--- config.mk ---
export PLATFORM = sky130hd
export DESIGN_NAME = qr_arbiter
export DESIGN_NICKNAME = d
export VERILOG_FILES = /design/src/rtl/qr_pkg.sv /design/src/rtl/qr_result_buf.sv /design/src/rtl/qr_arbiter.sv
export SDC_FILE = /design/constraint.sdc
export NUM_CORES = 1
export LEC_CHECK = 0
export CORE_ASPECT_RATIO = 1.75
export CORE_MARGIN = 2
export CORE_UTILIZATION = 40
export DETAILED_ROUTE_END_ITERATION = 8
export PLACE_DENSITY = 0.6
export SETUP_SLACK_MARGIN = 0.15
export SLEW_MARGIN = 20
export SYNTH_ARGS = -nofsm -noshare
export SYNTH_HDL_FRONTEND = slang
export SYNTH_SLANG_ARGS = --single-unit
--- constraint.sdc ---
create_clock -name clk -period 6.55 [get_ports clk]
set_input_delay 0.655 -clock clk [delete_from_list [all_inputs] [get_ports clk]]
set_output_delay 0.655 -clock clk [all_outputs]
set_load 0.005 [all_outputs]
--- src/rtl/qr_pkg.sv ---
// rtl/qr_pkg.sv - shared constants and FSM encoding for the QR arbiter
package qr_pkg;

  localparam int DATA_LENGTH = 13;
  localparam int NUM_COL     = 8;
  localparam int BEAT_W      = DATA_LENGTH * 4;
  localparam int IDX_W       = $clog2(NUM_COL);

  localparam logic [1:0] ST_IDLE = 2'd0;
  localparam logic [1:0] ST_READ = 2'd1;
  localparam logic [1:0] ST_CAL  = 2'd2;
  localparam logic [1:0] ST_WB   = 2'd3;

  typedef logic [BEAT_W-1:0] beat_t;
  typedef logic [IDX_W-1:0]  idx_t;

endpackage

--- src/rtl/qr_result_buf.sv ---
// rtl/qr_result_buf.sv - 8-entry result buffer, one write port, one async read port
import qr_pkg::*;

module qr_result_buf (
  input  logic  clk,
  input  logic  we,
  input  idx_t  wr_idx,
  input  beat_t wr_data,
  input  idx_t  rd_idx,
  output beat_t rd_data
);

  beat_t mem_q [NUM_COL];

  always_ff @(posedge clk) begin
    if (we) begin
      mem_q[wr_idx] <= wr_data;
    end
  end

  assign rd_data = mem_q[rd_idx];

endmodule

--- src/rtl/qr_arbiter.sv ---
// rtl/qr_arbiter.sv - two-requester round-robin front end for a shared QR_CORDIC engine
import qr_pkg::*;

module qr_arbiter #(
  parameter int TBITS       = 64,
  parameter int CAL_TIMEOUT = 255
) (
  input  logic             clk,
  input  logic             rst,
  input  logic [51:0]      req0_data_dout,
  input  logic             req0_empty_n,
  output logic             req0_read,
  input  logic [51:0]      req1_data_dout,
  input  logic             req1_empty_n,
  output logic             req1_read,
  output logic             eng_valid,
  output logic [51:0]      eng_in,
  input  logic             eng_out_valid,
  input  logic [51:0]      eng_out,
  output logic [TBITS-1:0] osif_data_din,
  output logic             osif_last_din,
  output logic             osif_user_din,
  input  logic             osif_full_n,
  output logic             osif_write,
  output logic             err_timeout
);

  localparam int TMO_W = $clog2(CAL_TIMEOUT + 1);

  logic [1:0]       state_q, state_d;
  logic             gnt_q, gnt_d;
  logic             last_q, last_d;
  idx_t             beat_q, beat_d;
  idx_t             res_q, res_d;
  idx_t             wr_q, wr_d;
  logic [TMO_W-1:0] tmo_q, tmo_d;
  logic             err_q, err_d;
  logic             buf_valid_q, buf_valid_d;

  logic  sel_en;
  beat_t sel_data;
  logic  buf_we;
  beat_t buf_rd;

  qr_result_buf u_buf (
    .clk     (clk),
    .we      (buf_we),
    .wr_idx  (res_q),
    .wr_data (eng_out),
    .rd_idx  (wr_q),
    .rd_data (buf_rd)
  );

  assign sel_en   = gnt_q ? req1_empty_n   : req0_empty_n;
  assign sel_data = gnt_q ? req1_data_dout : req0_data_dout;

  always_comb begin
    state_d       = state_q;
    gnt_d         = gnt_q;
    last_d        = last_q;
    beat_d        = beat_q;
    res_d         = res_q;
    wr_d          = wr_q;
    tmo_d         = tmo_q;
    err_d         = 1'b0;
    buf_valid_d   = buf_valid_q;
    buf_we        = 1'b0;
    req0_read     = 1'b0;
    req1_read     = 1'b0;
    eng_valid     = 1'b0;
    eng_in        = '0;
    osif_write    = 1'b0;
    osif_data_din = '0;
    osif_last_din = 1'b0;
    osif_user_din = 1'b0;

    case (state_q)
      ST_IDLE: begin
        // last_q holds the id served last, so the other one wins a tie
        if (req0_empty_n || req1_empty_n) begin
          state_d = ST_READ;
          gnt_d   = (req0_empty_n && req1_empty_n) ? ~last_q : req1_empty_n;
          beat_d  = '0;
        end
      end
      ST_READ: begin
        req0_read = ~gnt_q;
        req1_read = gnt_q;
        if (sel_en) begin
          eng_valid = 1'b1;
          eng_in    = sel_data;
          beat_d    = beat_q + 3'd1;
          if (beat_q == 3'd7) begin
            state_d = ST_CAL;
            res_d   = '0;
            tmo_d   = '0;
          end
        end
      end
      ST_CAL: begin
        if (eng_out_valid) begin
          buf_we = 1'b1;
          res_d  = res_q + 3'd1;
          tmo_d  = '0;
          if (res_q == 3'd7) begin
            state_d     = ST_WB;
            wr_d        = '0;
            buf_valid_d = 1'b1;
          end
        end else if (tmo_q == TMO_W'(CAL_TIMEOUT - 1)) begin
          err_d       = 1'b1;
          state_d     = ST_IDLE;
          last_d      = gnt_q;
          res_d       = '0;
          tmo_d       = '0;
          buf_valid_d = 1'b0;
        end else begin
          tmo_d = tmo_q + TMO_W'(1);
        end
      end
      default: begin
        osif_write    = osif_full_n & buf_valid_q;
        osif_data_din = TBITS'(buf_rd);
        osif_last_din = (wr_q == 3'd7);
        osif_user_din = gnt_q;
        if (osif_write) begin
          wr_d = wr_q + 3'd1;
          if (wr_q == 3'd7) begin
            state_d     = ST_IDLE;
            last_d      = gnt_q;
            buf_valid_d = 1'b0;
          end
        end
      end
    endcase

    // reset kills any in-flight beat on the same cycle
    if (rst) begin
      buf_we        = 1'b0;
      req0_read     = 1'b0;
      req1_read     = 1'b0;
      eng_valid     = 1'b0;
      eng_in        = '0;
      osif_write    = 1'b0;
      osif_data_din = '0;
      osif_last_din = 1'b0;
      osif_user_din = 1'b0;
    end
  end

  assign err_timeout = err_q & ~rst;

  always_ff @(posedge clk) begin
    if (rst) begin
      state_q     <= ST_IDLE;
      gnt_q       <= 1'b0;
      last_q      <= 1'b1;
      beat_q      <= '0;
      res_q       <= '0;
      wr_q        <= '0;
      tmo_q       <= '0;
      err_q       <= 1'b0;
      buf_valid_q <= 1'b0;
    end else begin
      state_q     <= state_d;
      gnt_q       <= gnt_d;
      last_q      <= last_d;
      beat_q      <= beat_d;
      res_q       <= res_d;
      wr_q        <= wr_d;
      tmo_q       <= tmo_d;
      err_q       <= err_d;
      buf_valid_q <= buf_valid_d;
    end
  end

endmodule
---- Word level (Yosys, flattened, before mapping) ----
Memories as Yosys holds them, arrays and structs flattened. A register that Yosys moved wholly into a read port is not among the register bits.
Cells that the tools add are included.
word-level totals
  memory bits (read-only) ................. 0
  memories kept ........................... 1
  logic and storage cells ................. 122
  bits in latches ......................... 0
  input port bits ......................... 162
  output and inout port bits .............. 123
  RAM bits ................................ 416
  register bits after elaboration ......... 23
operators by class
  shift operators ......................... 0
  multiplexer cells ....................... 66
  equality and inequality tests ........... 15
  $mul .................................... 0
  magnitude comparators ................... 0
  reductions and logical operators ........ 20
  add/sub/neg operators ................... 4
  div/mod/pow operators ................... 0
  bitwise gates (word level) .............. 7
memory list
  memory       depth  bits a word  rd ports  clocked after memory_dff  write ports  RTL line             text
  u_buf.mem_q  8      52           1         1                         1            qr_result_buf.sv:13  beat_t mem_q [NUM_COL];
operator list
  cell                                                           number
  52-bit two-way mux                                             5
  64-bit two-way mux                                             1
  3-bit two-way mux                                              11
  8-bit two-way mux                                              4
  1-bit two-way mux                                              30
  3-bit case mux with 2 select lines                             3
  2-bit two-way mux                                              8
  8-bit case mux with 2 select lines                             1
  2-bit inequality test, second input constant                   7
  5-bit AND reduction                                            2
  3-bit by 1-bit adder with 3-bit output, second input constant  3
  3-bit == test, second input constant                           3
  8-bit by 1-bit adder with 8-bit output, second input constant  1
  8-bit == test, second input constant                           1
  4-bit AND reduction                                            2
  2-bit nonzero test                                             4
  4-bit nonzero test                                             2
  7-bit AND reduction                                            1
  3-bit inequality test, second input constant                   2
  2-bit case mux with 3 select lines                             1
  3-bit AND reduction                                            2
  3-bit OR reduction                                             2
  1-bit inverter                                                 5
  1-bit case mux with 2 select lines                             2
  other kinds (8)                                                9

---- Logic depth before layout (Yosys ltp) ----
Gate-level depths: netlist (run 1).
  word-level depth ........................ 6
  depth in mapped cells ................... 7
  mapped depth without buffers ............ 6

---- Modules after synthesis ----
From an unflattened synthesis (run 1), not the netlist that was laid out.
second synthesis, totals
  cell total of the unflattened synthesis .. 955
  area, all modules ....................... 18280.0 sq um
modules (own cells, without submodules)
  module         cells each  seq. area each (sq um)  times used  area an instance (sq um)
  qr_result_buf  615         12492.0                 1           15702.6
  qr_arbiter     340         460.4                   1           2577.5

---- Worst setup path before layout (run 1) ----
OpenSTA, ideal clock, no wires.
  kind .................................... input-to-reg
  start point ............................. input eng_out_valid
  end point ............................... memory u_buf.mem_q[0][0] (netlist name), enable pin
  arrival ................................. 4.786 ns
  stages .................................. 4
  slack ................................... 1.238 ns
  path buffers ............................ 1
  data required time ...................... 6.024 ns
  library setup time ...................... 0.526 ns
  cells stage by stage .................... clkbuf_1 > and3_1 > nand2_1 > nor3_1
between the ends
  word-level cells in the longest chain between the ends .. 5
RTL lines
  item                                     RTL line             text
  from (decl)                              qr_arbiter.sv:18     input logic eng_out_valid,
  1-bit two-way mux                        qr_arbiter.sv:101    if (eng_out_valid) begin
  1-bit two-way mux                        qr_arbiter.sv:77     case (state_q)
  1-bit two-way mux                        qr_arbiter.sv:138    if (rst) begin
  1-bit two-way mux                        qr_result_buf.sv:16  if (we) begin
  1-bit two-way mux (not written as such)  qr_result_buf.sv:17  mem_q[wr_idx] <= wr_data;
  to (decl)                                qr_result_buf.sv:13
No other way between the ends.

==> results of run 1 <==
[Yosys cell counts (4+ instances only)]
cell type    n  share of area
a21oi_1     13         0.0036
and3_1       4         0.0014
buf_1       15         0.0031
buf_2       14         0.0039
buf_4       13         0.0054
clkbuf_1    25         0.0052
dfxtp_1     26          0.029
edfxtp_1   416           0.70
ha_1         8         0.0056
inv_1       10         0.0021
mux2i_1    108          0.060
mux4_2     104           0.13
nand2_1     19         0.0040
nand2b_1     5         0.0017
nand4_1      4         0.0014
nor2_1     126          0.026
nor3_1       5         0.0014
o21ai_0      4         0.0011
or3_1        5         0.0017
[worst max-delay path, delay by kind of cell, from the launching register on]
kind                   cells  cell delay [ns]
and+or+nand+nor            1             0.07
buffers and inverters      2             0.97
DFF                        1             1.00
muxes                      2             0.94
[metal layers]
layer | share of wire | track usage
met2 | 0.54 | 0.3248
met3 | 0.062 | 0.02933
met4 | 0.028 | 0.05921
met5 | 0.00031 | 0
met1 | 0.37 | 0.1995
[cells by family after synthesis]
kind of cell	count (synthesis)	share of synthesized area
other	1	0.0002087
AND/OR/NAND/NOR	186	0.04456
AO/OA/AOI/OAI	38	0.01427
adder cells (fa/ha/maj)	8	0.005570
buffers and inverters	77	0.01977
flip-flops	442	0.7241
multiplexers	212	0.1905
XOR/XNOR	2	0.0009750
[metrics by stage]
step / setup slack (ns) / power (W) / cell area [µm²]
after floorplan: 1.238 / 0.003210 / 18010
after global placement: 2.597 / 0.003361 / 21340
after detailed placement: 2.563 / 0.003366 / 21340
after CTS: 2.226 / 0.005778 / 22690
after global routing: 2.069 / 0.005884 / 22710
final: 2.360 / 0.005715 / 22710
[layout make-up]
type,count,share of cell area
inverters,10,0.001653
well taps,572,0.03151
multi-input cells,458,0.2070
flip-flops and latches,442,0.5735
repair buffers,291,0.1270
clock buffers,44,0.04473
clock inverters,27,0.01460
[worst max path at each step]
stage | startpoint | cells past startpoint | to | slack, ns
4_1_cts | flop | 5 | osif_data_din[1] | 2.23
5_1_grt | flop | 5 | osif_data_din[0] | 2.07
2_1_floorplan | eng_out_valid | 4 | u_buf.mem_q[0][0] | 1.24
6_report | flop | 5 | osif_data_din[30] | 2.36
3_5_place_dp | rst | 6 | osif_data_din[20] | 2.56
3_3_place_gp | rst | 6 | osif_data_din[2] | 2.60
[sequential cells by signal (all words and copies together) (netlist names), named ones only]
register     count
res_q            3
err_q            1
buf_valid_q      1
wr_q             3
gnt_q            1
tmo_q            8
beat_q           3
last_q           1
state_q          2
u_buf.mem_q    416
[power by group through the flow]
stage	clock (W)	sequential, W	combinational (W)
floorplan	0	0.00315	0.0000612
global placement	0	0.00315	0.000212
detailed placement	0	0.00315	0.000217
CTS	0.00247	0.00309	0.000217
global route	0.00257	0.00309	0.000232
finish	0.00241	0.00309	0.000214
[cell usage in the layout, fill, tap and decap left out, types with 6 or more instances in the layout]
cell,instances
a21oi_1,13
buf_4,18
bufinv_16,7
clkbuf_16,40
clkdlybuf4s50_1,272
clkinv_1,6
clkinv_2,7
conb_1,12
dfxtp_1,22
edfxtp_1,416
ha_1,8
inv_1,10
mux2i_1,108
mux4_2,104
nand2_1,18
nor2_1,120
nor2_4,6
==> flow_metrics.env, run 1 <==
export IMPL_cts_hold_buf=0
export IMPL_path_clk_slew_ns=0.06
export IMPL_cp_max_fo=46
export IMPL_cts_setup_buffers=0
export IMPL_clkPwrFrac=0.422
export IMPL_cts_root_buf="clkbuf_16"
export IMPL_cts_tree="built"
export IMPL_hold_violations=0
export IMPL_ff2ff_setup_slack_ns=3.30
export IMPL_clock_fmax_mhz=238.6
export IMPL_rows=102
export IMPL_hold_path_class="flop to flop"
export IMPL_drtPass1Iterations=4
export IMPL_final_nets=1412
export IMPL_whs_endpoint="beat_q[2]"
export IMPL_initial_core_util=0.4058
export IMPL_dp_hpwl_mm=25.32
export IMPL_slowest_stage="dfxtp_4"
export IMPL_numPortBuffers=272
export IMPL_globalplace_congestion=0.7832
export IMPL_syn_cell_area_um2=17970
export IMPL_viasPerCell=5.246
export IMPL_drv_slew=0
export IMPL_r2r_start="state_q[1]"
export IMPL_ys_flop_type="edfxtp_1"
export IMPL_diodes=0
export IMPL_path_cells="buf_4 > mux4_2 > mux2i_1 > nor2_1 > clkdlybuf4s50_1"
export IMPL_grtUsageTotal=0.1747
export IMPL_p_int_w=0.004612
export IMPL_cts_resized_gates=0
export IMPL_synth_edf_count=416
export IMPL_clkLatencyLatePin_ns=0.55
export IMPL_tns_ns=0
export IMPL_first_global_vias=10080
export IMPL_synth_distinct_cells=45
export IMPL_postSynthCellCount=966
export IMPL_area_growth_syn_to_layout_pct=26.40
export IMPL_seqCellArea_um2=13030
export IMPL_syn_area_per_cell_um2=18.60
export IMPL_drive_above_1_share=0.1580
export IMPL_ioPinCount=285
export IMPL_critPathMaxStageDelay_ns=1.00
export IMPL_status="finished clean"
export IMPL_vias=9674
export IMPL_worstMarginPinSlew_ns=0.9707
export IMPL_skew_ns=0.01798
export IMPL_core_area_um2=44290
export IMPL_wl_per_cell_um=22.38
export IMPL_drtIter0Drc=534
export IMPL_power_density_nw_per_um2=251.6
export IMPL_die_x_um=164.2
export IMPL_async_reset_ff_frac=0
export IMPL_cts_sinks=442
export IMPL_critical_path_class="flop to output port"
export IMPL_power_switching_w=0.001104
export IMPL_p_comb_frac=0.037
export IMPL_antenna_found_initial=1
export IMPL_leakage_nw=6.960
export IMPL_instances_no_fill=1844
export IMPL_dpl_cell_count=1772
export IMPL_whs_ns=0.4655
export IMPL_period_needed_ns=4.190
export IMPL_cp_required_ns=5.89
export IMPL_ys_ff_latch=442
export IMPL_die_area_um2=46700
export IMPL_ys_seq_area_frac=0.7241
export IMPL_final_core_util=0.5129
export IMPL_ir_worst_vdd_uv=161.0
export IMPL_crit_path_end_kind="output port"
export IMPL_cts_buffer_depth=3
export IMPL_die_height_um=284.4
export IMPL_grt_pass1_wl_mm=60.19
export IMPL_grt_max_degree=72
export IMPL_p_sw_frac=0.1931
export IMPL_numCtsBuffers=39
export IMPL_period_share=0.6398
export IMPL_htreeDepth=2
export IMPL_setup_viol=0
export IMPL_r2r_cells=5
export IMPL_arrival_ns=3.54
export IMPL_startpoint_type="flop"
export IMPL_yosysWarnings=0
export IMPL_hp_start="beat_q[2]"
export IMPL_slew_headroom=0.3529
export IMPL_finalWirelength_mm=41.28
export IMPL_rsz0062_at_grt="false"
export IMPL_antenna_left=0
export IMPL_grt_ovfl_total=0
export IMPL_r2r_end="u_buf.mem_q[5][28]"
export IMPL_nFillCells=3671
export IMPL_cap_violations=0
export IMPL_pwr_share_seq=0.540
export IMPL_multi_input_area_um2=4701
export IMPL_hold_depth=2
export IMPL_drcViolationCount=0
(Power assumes the default switching activity.)
==> inputs of run 2 (changes only) <==
==> constraint.sdc (replaced) <==
create_clock -name clk -period 4 [get_ports clk]
set_input_delay 0.4 -clock clk [delete_from_list [all_inputs] [get_ports clk]]
set_output_delay 0.4 -clock clk [all_outputs]
set_load 0.005 [all_outputs]
==> run 2 against run 1 <==
  * Register-to-register slack lost 2.0 ns
  * Non-clock buffer count grew 9
  * Clock power grew 52%
  * Sequential share of layout area shrank 0.18 points
  * Count of clock-buffer cells in the layout grew 7
  * Die area is the same
  * Setup slack lost 1.8 ns
  * Clock skew grew 0.0033 ns
  * Wire length grew 1.3%
  * Final cell count grew 0.54%
  * Via count grew 0.90%
  * Sequential cell count is the same
  * Highest routed layer unchanged
==> flow_metrics.env, run 2 (synthesized netlist as in run 1, its figures left out) <==
export IMPL_skew_ns=0.02124
export IMPL_status="finished clean"
export IMPL_vias=9761
export IMPL_finalWirelength_mm=41.80
export IMPL_clkLatencyLatePin_ns=0.54
export IMPL_critPathMaxStageDelay_ns=0.69
export IMPL_tns_ns=0
export IMPL_regMostFlops="u_buf.mem_q"
export IMPL_grt_ovfl_total=0
export IMPL_reg_largest_list="u_buf.mem_q: 416 flops, tmo_q: 8 flops"
export IMPL_path_clk_slew_ns=0.06
export IMPL_crit_path_end_kind="output port"
export IMPL_cp_required_ns=3.60
export IMPL_slew_headroom=0.4903
export IMPL_core_area_um2=44290
export IMPL_hold_depth=2
export IMPL_drtPass1Iterations=4
export IMPL_period_share=0.8615
export IMPL_worstMarginPinSlew_ns=0.7646
export IMPL_ir_worst_vdd_uv=354.2
export IMPL_clock_fmax_mhz=290.2
export IMPL_cts_tree="built"
export IMPL_rsz0062_at_grt="false"
export IMPL_antenna_left=0
export IMPL_slowest_stage="dfxtp_4"
export IMPL_r2r_cells=5
export IMPL_startpoint_type="flop"
export IMPL_grt_max_degree=54
export IMPL_first_global_vias=10209
export IMPL_path_cells="buf_12 > mux4_2 > mux2i_1 > nor2_1 > clkdlybuf4s50_1"
export IMPL_final_common_cell="edfxtp_1"
export IMPL_viasPerCell=5.265
export IMPL_antenna_found_initial=3
export IMPL_setup_viol=0
export IMPL_crit_cells=5
export IMPL_grt_pass1_wl_mm=61.18
export IMPL_die_area_um2=46700
export IMPL_cts_setup_buffers=0
export IMPL_numPortBuffers=272
export IMPL_die_height_um=284.4
export IMPL_layout_common_cells="416 x edfxtp_1, 272 x clkdlybuf4s50_1, 120 x nor2_1"
export IMPL_critical_path_class="flop to output port"
export IMPL_hold_path_class="flop to flop"
export IMPL_path_buf_inv=2
export IMPL_htreeDepth=2
export IMPL_initial_core_util=0.4058
export IMPL_cp_max_fo=29
export IMPL_arrival_ns=3.05
export IMPL_period_needed_ns=3.446
export IMPL_drcViolationCount=0
export IMPL_rows=102
export IMPL_critPathTopFamily="multiplexers"
export IMPL_power_density_nw_per_um2=398.0
export IMPL_cts_buffer_depth=3
export IMPL_cap_violations=0
export IMPL_largest_reg_flops=416
export IMPL_numCtsBuffers=39
export IMPL_globalplace_congestion=0.7407
export IMPL_drive_above_1_share=0.1570
export IMPL_cts_sinks=442
export IMPL_grtUsageTotal=0.1762
export IMPL_final_core_util=0.5146
export IMPL_wl_per_cell_um=22.55
export IMPL_die_x_um=164.2
export IMPL_dp_hpwl_mm=26.12
export IMPL_cts_root_buf="clkbuf_16"
export IMPL_drv_slew=0
export IMPL_ioPinCount=285
export IMPL_final_nets=1421
export IMPL_drtIter0Drc=421
export IMPL_leakage_nw=6.976
export IMPL_hold_violations=0
export IMPL_area_growth_syn_to_layout_pct=26.81
-- run 2: cell count changes in the layout (fill, tap and decap cells not counted), sizes merged --
cell      delta
diode        +2
clkinvlp     -3
bufinv       -4
clkbuf       +7
buf          +9
clkinv       -1
-- run 2: final timing paths --
kind         startpoint                  to  slack (ns)
max                flop   osif_data_din[31]        0.55
min           beat_q[1]           beat_q[1]        0.46
max reg2reg  state_q[1]  u_buf.mem_q[0][11]        1.29
min reg2reg   beat_q[1]           beat_q[1]        0.46
-- run 2: worst register-to-register path: stages, from the launching register on --
cell,delay (ns)
dfxtp_1,0.63
nor2b_1,0.30
and3_1,0.27
nand2_1,0.27
nor3_4,0.21
buf_4,0.63
-- run 2: final cells by class --
cell class	count	area [µm²]
antenna	2	5.005
clock buffer	51	1042
clock inverter	19	182.7
fill	3637	21500
inverter	10	37.54
multi-input combinational	458	4718
sequential	442	13030
tap	572	715.7
timing repair buffer	300	3058
-- run 2: routing by layer --
layer | wire length [µm] | GRT usage | up-vias
li1 | - | - | 4378
met1 | 15260 | 0.1935 | 4998
met2 | 22830 | 0.3387 | 334
met3 | 2825 | 0.03166 | 49
met4 | 869 | 0.05044 | 2
met5 | 11 | 0 | -
-- run 2: where the power goes --
| group | leakage (nW) | total (W) | switching (W) | internal [W] |
|---|---|---|---|---|
| sequential | 3.95 | 0.00506 | 0.0000119 | 0.00505 |
| combinational | 2.43 | 0.000345 | 0.000140 | 0.000205 |
| clock | 0.595 | 0.00366 | 0.00162 | 0.00204 |
-- run 2: what timing repair did --
action                     4_1_cts  5_1_grt
hold buffers                     0        0
gates resized for setup          0        1
setup endpoints to repair        0        2
-- run 2: stage by stage --
stage / setup WS (ns) / total power [W] / std cells / area [µm²] / hold slack (ns)
finish: 0.5540 / 0.009068 / 1854 / 22790 / 0.4606
CTS: 0.2666 / 0.009175 / 1852 / 22780 / 0.4629
global placement: 0.8673 / 0.005502 / 1782 / 21550 / 0.4424
detailed placement: 0.8125 / 0.005510 / 1782 / 21550 / 0.4533
floorplan: 0.3375 / 0.005256 / 977 / 18020 / 0.4356
global route: 0.3516 / 0.009338 / 1854 / 22790 / 0.5007
==> inputs of run 3 (changes only) <==
--- a/config.mk
+++ b/config.mk
@@ -11,6 +11,7 @@
 export DETAILED_ROUTE_END_ITERATION = 8
 export PLACE_DENSITY = 0.6
 export SETUP_SLACK_MARGIN = 0.15
+export SKIP_CTS_REPAIR_TIMING = 1
 export SLEW_MARGIN = 20
 export SYNTH_ARGS = -nofsm -noshare
 export SYNTH_HDL_FRONTEND = slang
==> results of run 3 <==
No change in the layout: final DEF, timing and power equal those of run 2.
==> RTL edit: new RTL, settings of run 2 <==
The parameter `CAL_TIMEOUT` goes from 255 to 510.
--- a/src/rtl/qr_arbiter.sv
+++ b/src/rtl/qr_arbiter.sv
@@ -5,3 +5,3 @@
   parameter int TBITS       = 64,
-  parameter int CAL_TIMEOUT = 255
+  parameter int CAL_TIMEOUT = 510
 ) (
Behaviour: no difference found for any inputs over 4 cycles, from zero or initial values and one cycle with rst high; that may be too few to reach the edited logic, so the function may still have changed.
==> RTL edit against run 2 <==
  * Hold slack better by 0.0075 ns
  * Design area up 0.60%
  * Synthesized cell count is 0.41% higher
  * Count of clock-buffer cells in the layout decreased by 1
  * Sequential cell count rose by 1
  * Setup slack gained 0.082 ns
  * Core utilization is 0.34 points lower
  * Combinational power increased by 19%
  * Wire length up 0.69%
  * Critical path type unchanged
  * Total power increased by 2.0%
  * Area after synthesis grew 0.58%
==> RTL edit: results <==
[outcome]
status = "finished clean"

[grt]
grt_util_all_layers_pct = 17.7
grt_max_degree = 54
antenna_found_initial = 1
grt_pass1_vias = 10300
grt_first_pass_wirelength_um = 61200

[setup_path]
r2r_start = "gnt_q"
worstPathArrival_ns = 2.96
crit_type = "flop to output port"
critPathMaxFanout = 26
r2r_slack_ns = 1.67

[finish]
drive_above_1_share_pct = 16.3
fillers = 3735
final_cells = 1861
fin_nets = 1421
top_regs = "u_buf.mem_q (416), tmo_q (9)"

[routing]
vias = 9830
wl_per_cell_um = 22.6
drt_iter0_markers = 546
drt-pass1-iter-count = 4

[timing]
max_freq_ghz = 0.297
finClkSkew_ns = 0.0129
relSlewSlack_pct = 40.4

[synthesis]
async_flop_share_pct = 0
synthTopCellsByCount = "edfxtp_1, nor2_1, mux2i_1"
synthDistinctLibCells = 51
yosysSeqAreaShare_pct = 72.1
synth_top_cells_by_area = "edfxtp_1, mux4_2, mux2i_1, dfxtp_1, nor2_1"
syn_avg_cell_area_um2 = 18.6
synth-edff-count = 416
yosysWarnings = 0

[pwr]
peakVddDrop_v = 0.000296
total_leakage_power_uw = 0.00698

[place]
gp_congestion = 0.743
hpwl_um = 25200
port_buffers = 272
dp_cells = 1786
dp_slack_ns = 1.10

[clock_tree]
cts_buffers = 40
clock_latency_ns = 0.54
cts_resized = 0
cts_setup_buffers = 0
root_buffer = "clkbuf_16"
cts.clk_slew.worst_paths_ns = 0.06
cts_buffer_depth = 3
htreeDepth = 2

[min_path]
min_path_type = "flop to flop"
hp-start = "beat_q[2]"

[flow_run]
maxCapViolations = 0
-- RTL edit: cell types whose count changed after synthesis, sizes merged, moves of 3 or more --
cell,run 2,this run
and3,4,0
nor2,126,120
nand2b,5,1
nand3,3,7
or3,5,2
-- RTL edit: routing by layer --
metal | GRT usage, % | share of wire [%] | up-vias
met5 | 0 | 0 | -
met4 | 5.76 | 2.5 | 0
met3 | 2.85 | 6.2 | 54
met2 | 33.5 | 54 | 326
met1 | 20.0 | 37 | 5049
li1 | - | - | 4401
-- RTL edit: cell families (layout without fill, tap and decap cells) --
| logic type | after synthesis | in the layout | share of synthesized area, % |
|---|---|---|---|
| multiplexers | 211 | 211 | 18.9 |
| AND/OR/NAND/NOR | 191 | 191 | 4.78 |
| AO/OA/AOI/OAI | 38 | 38 | 1.47 |
| buffers and inverters | 76 | 377 | 2.08 |
| flip-flops | 443 | 443 | 72.1 |
| other | 1 | 14 | 0.0207 |
| XOR/XNOR | 2 | 2 | 0.0969 |
| adder cells (fa/ha/maj) | 8 | 8 | 0.554 |
-- RTL edit: path summary, 6_finish.rpt --
kind | to | cells after the start
min | beat_q[2] | 2
min reg2reg | beat_q[2] | 2
max reg2reg | tmo_q[1] | 4
max | osif_data_din[34] | 5
-- RTL edit: critical path, stage by stage, from the launching register on --
cell,delay [ns]
dfxtp_4,0.71
buf_4,0.37
mux4_2,0.52
mux2i_1,0.30
nor2_1,0.07
clkdlybuf4s50_1,0.45
-- RTL edit: area by class of cell --
type / count / area [um2] / share of cell area (%)
inverters: 8 / 30.0 / 0.131
clock buffers: 50 / 1080 / 4.72
well taps: 577 / 722 / 3.15
clock inverters: 23 / 198 / 0.862
multi-input cells: 462 / 4790 / 20.9
diodes: 2 / 5.00 / 0.0218
repair buffers: 296 / 3050 / 13.3
flip-flops and latches: 443 / 13000 / 56.9
-- RTL edit: stage by stage --
step	cell area, um2	hold WS, ns	util (%)	power [uW]	setup TNS (ns)
after floorplan	18100	0.436	-	5320	-116.73
after global placement	21600	0.442	48.3	5600	0
after detailed placement	21600	0.460	48.3	5610	0
after CTS	22900	0.470	51.1	9340	0
after global routing	22900	0.494	51.1	9530	0
final	22900	0.468	51.1	9250	0
-- RTL edit: power by group --
group | internal, uW | switching (uW)
Clock | 2120 | 1620
Combinational | 237 | 173
Sequential | 5070 | 20.9
Total | 7430 | 1820
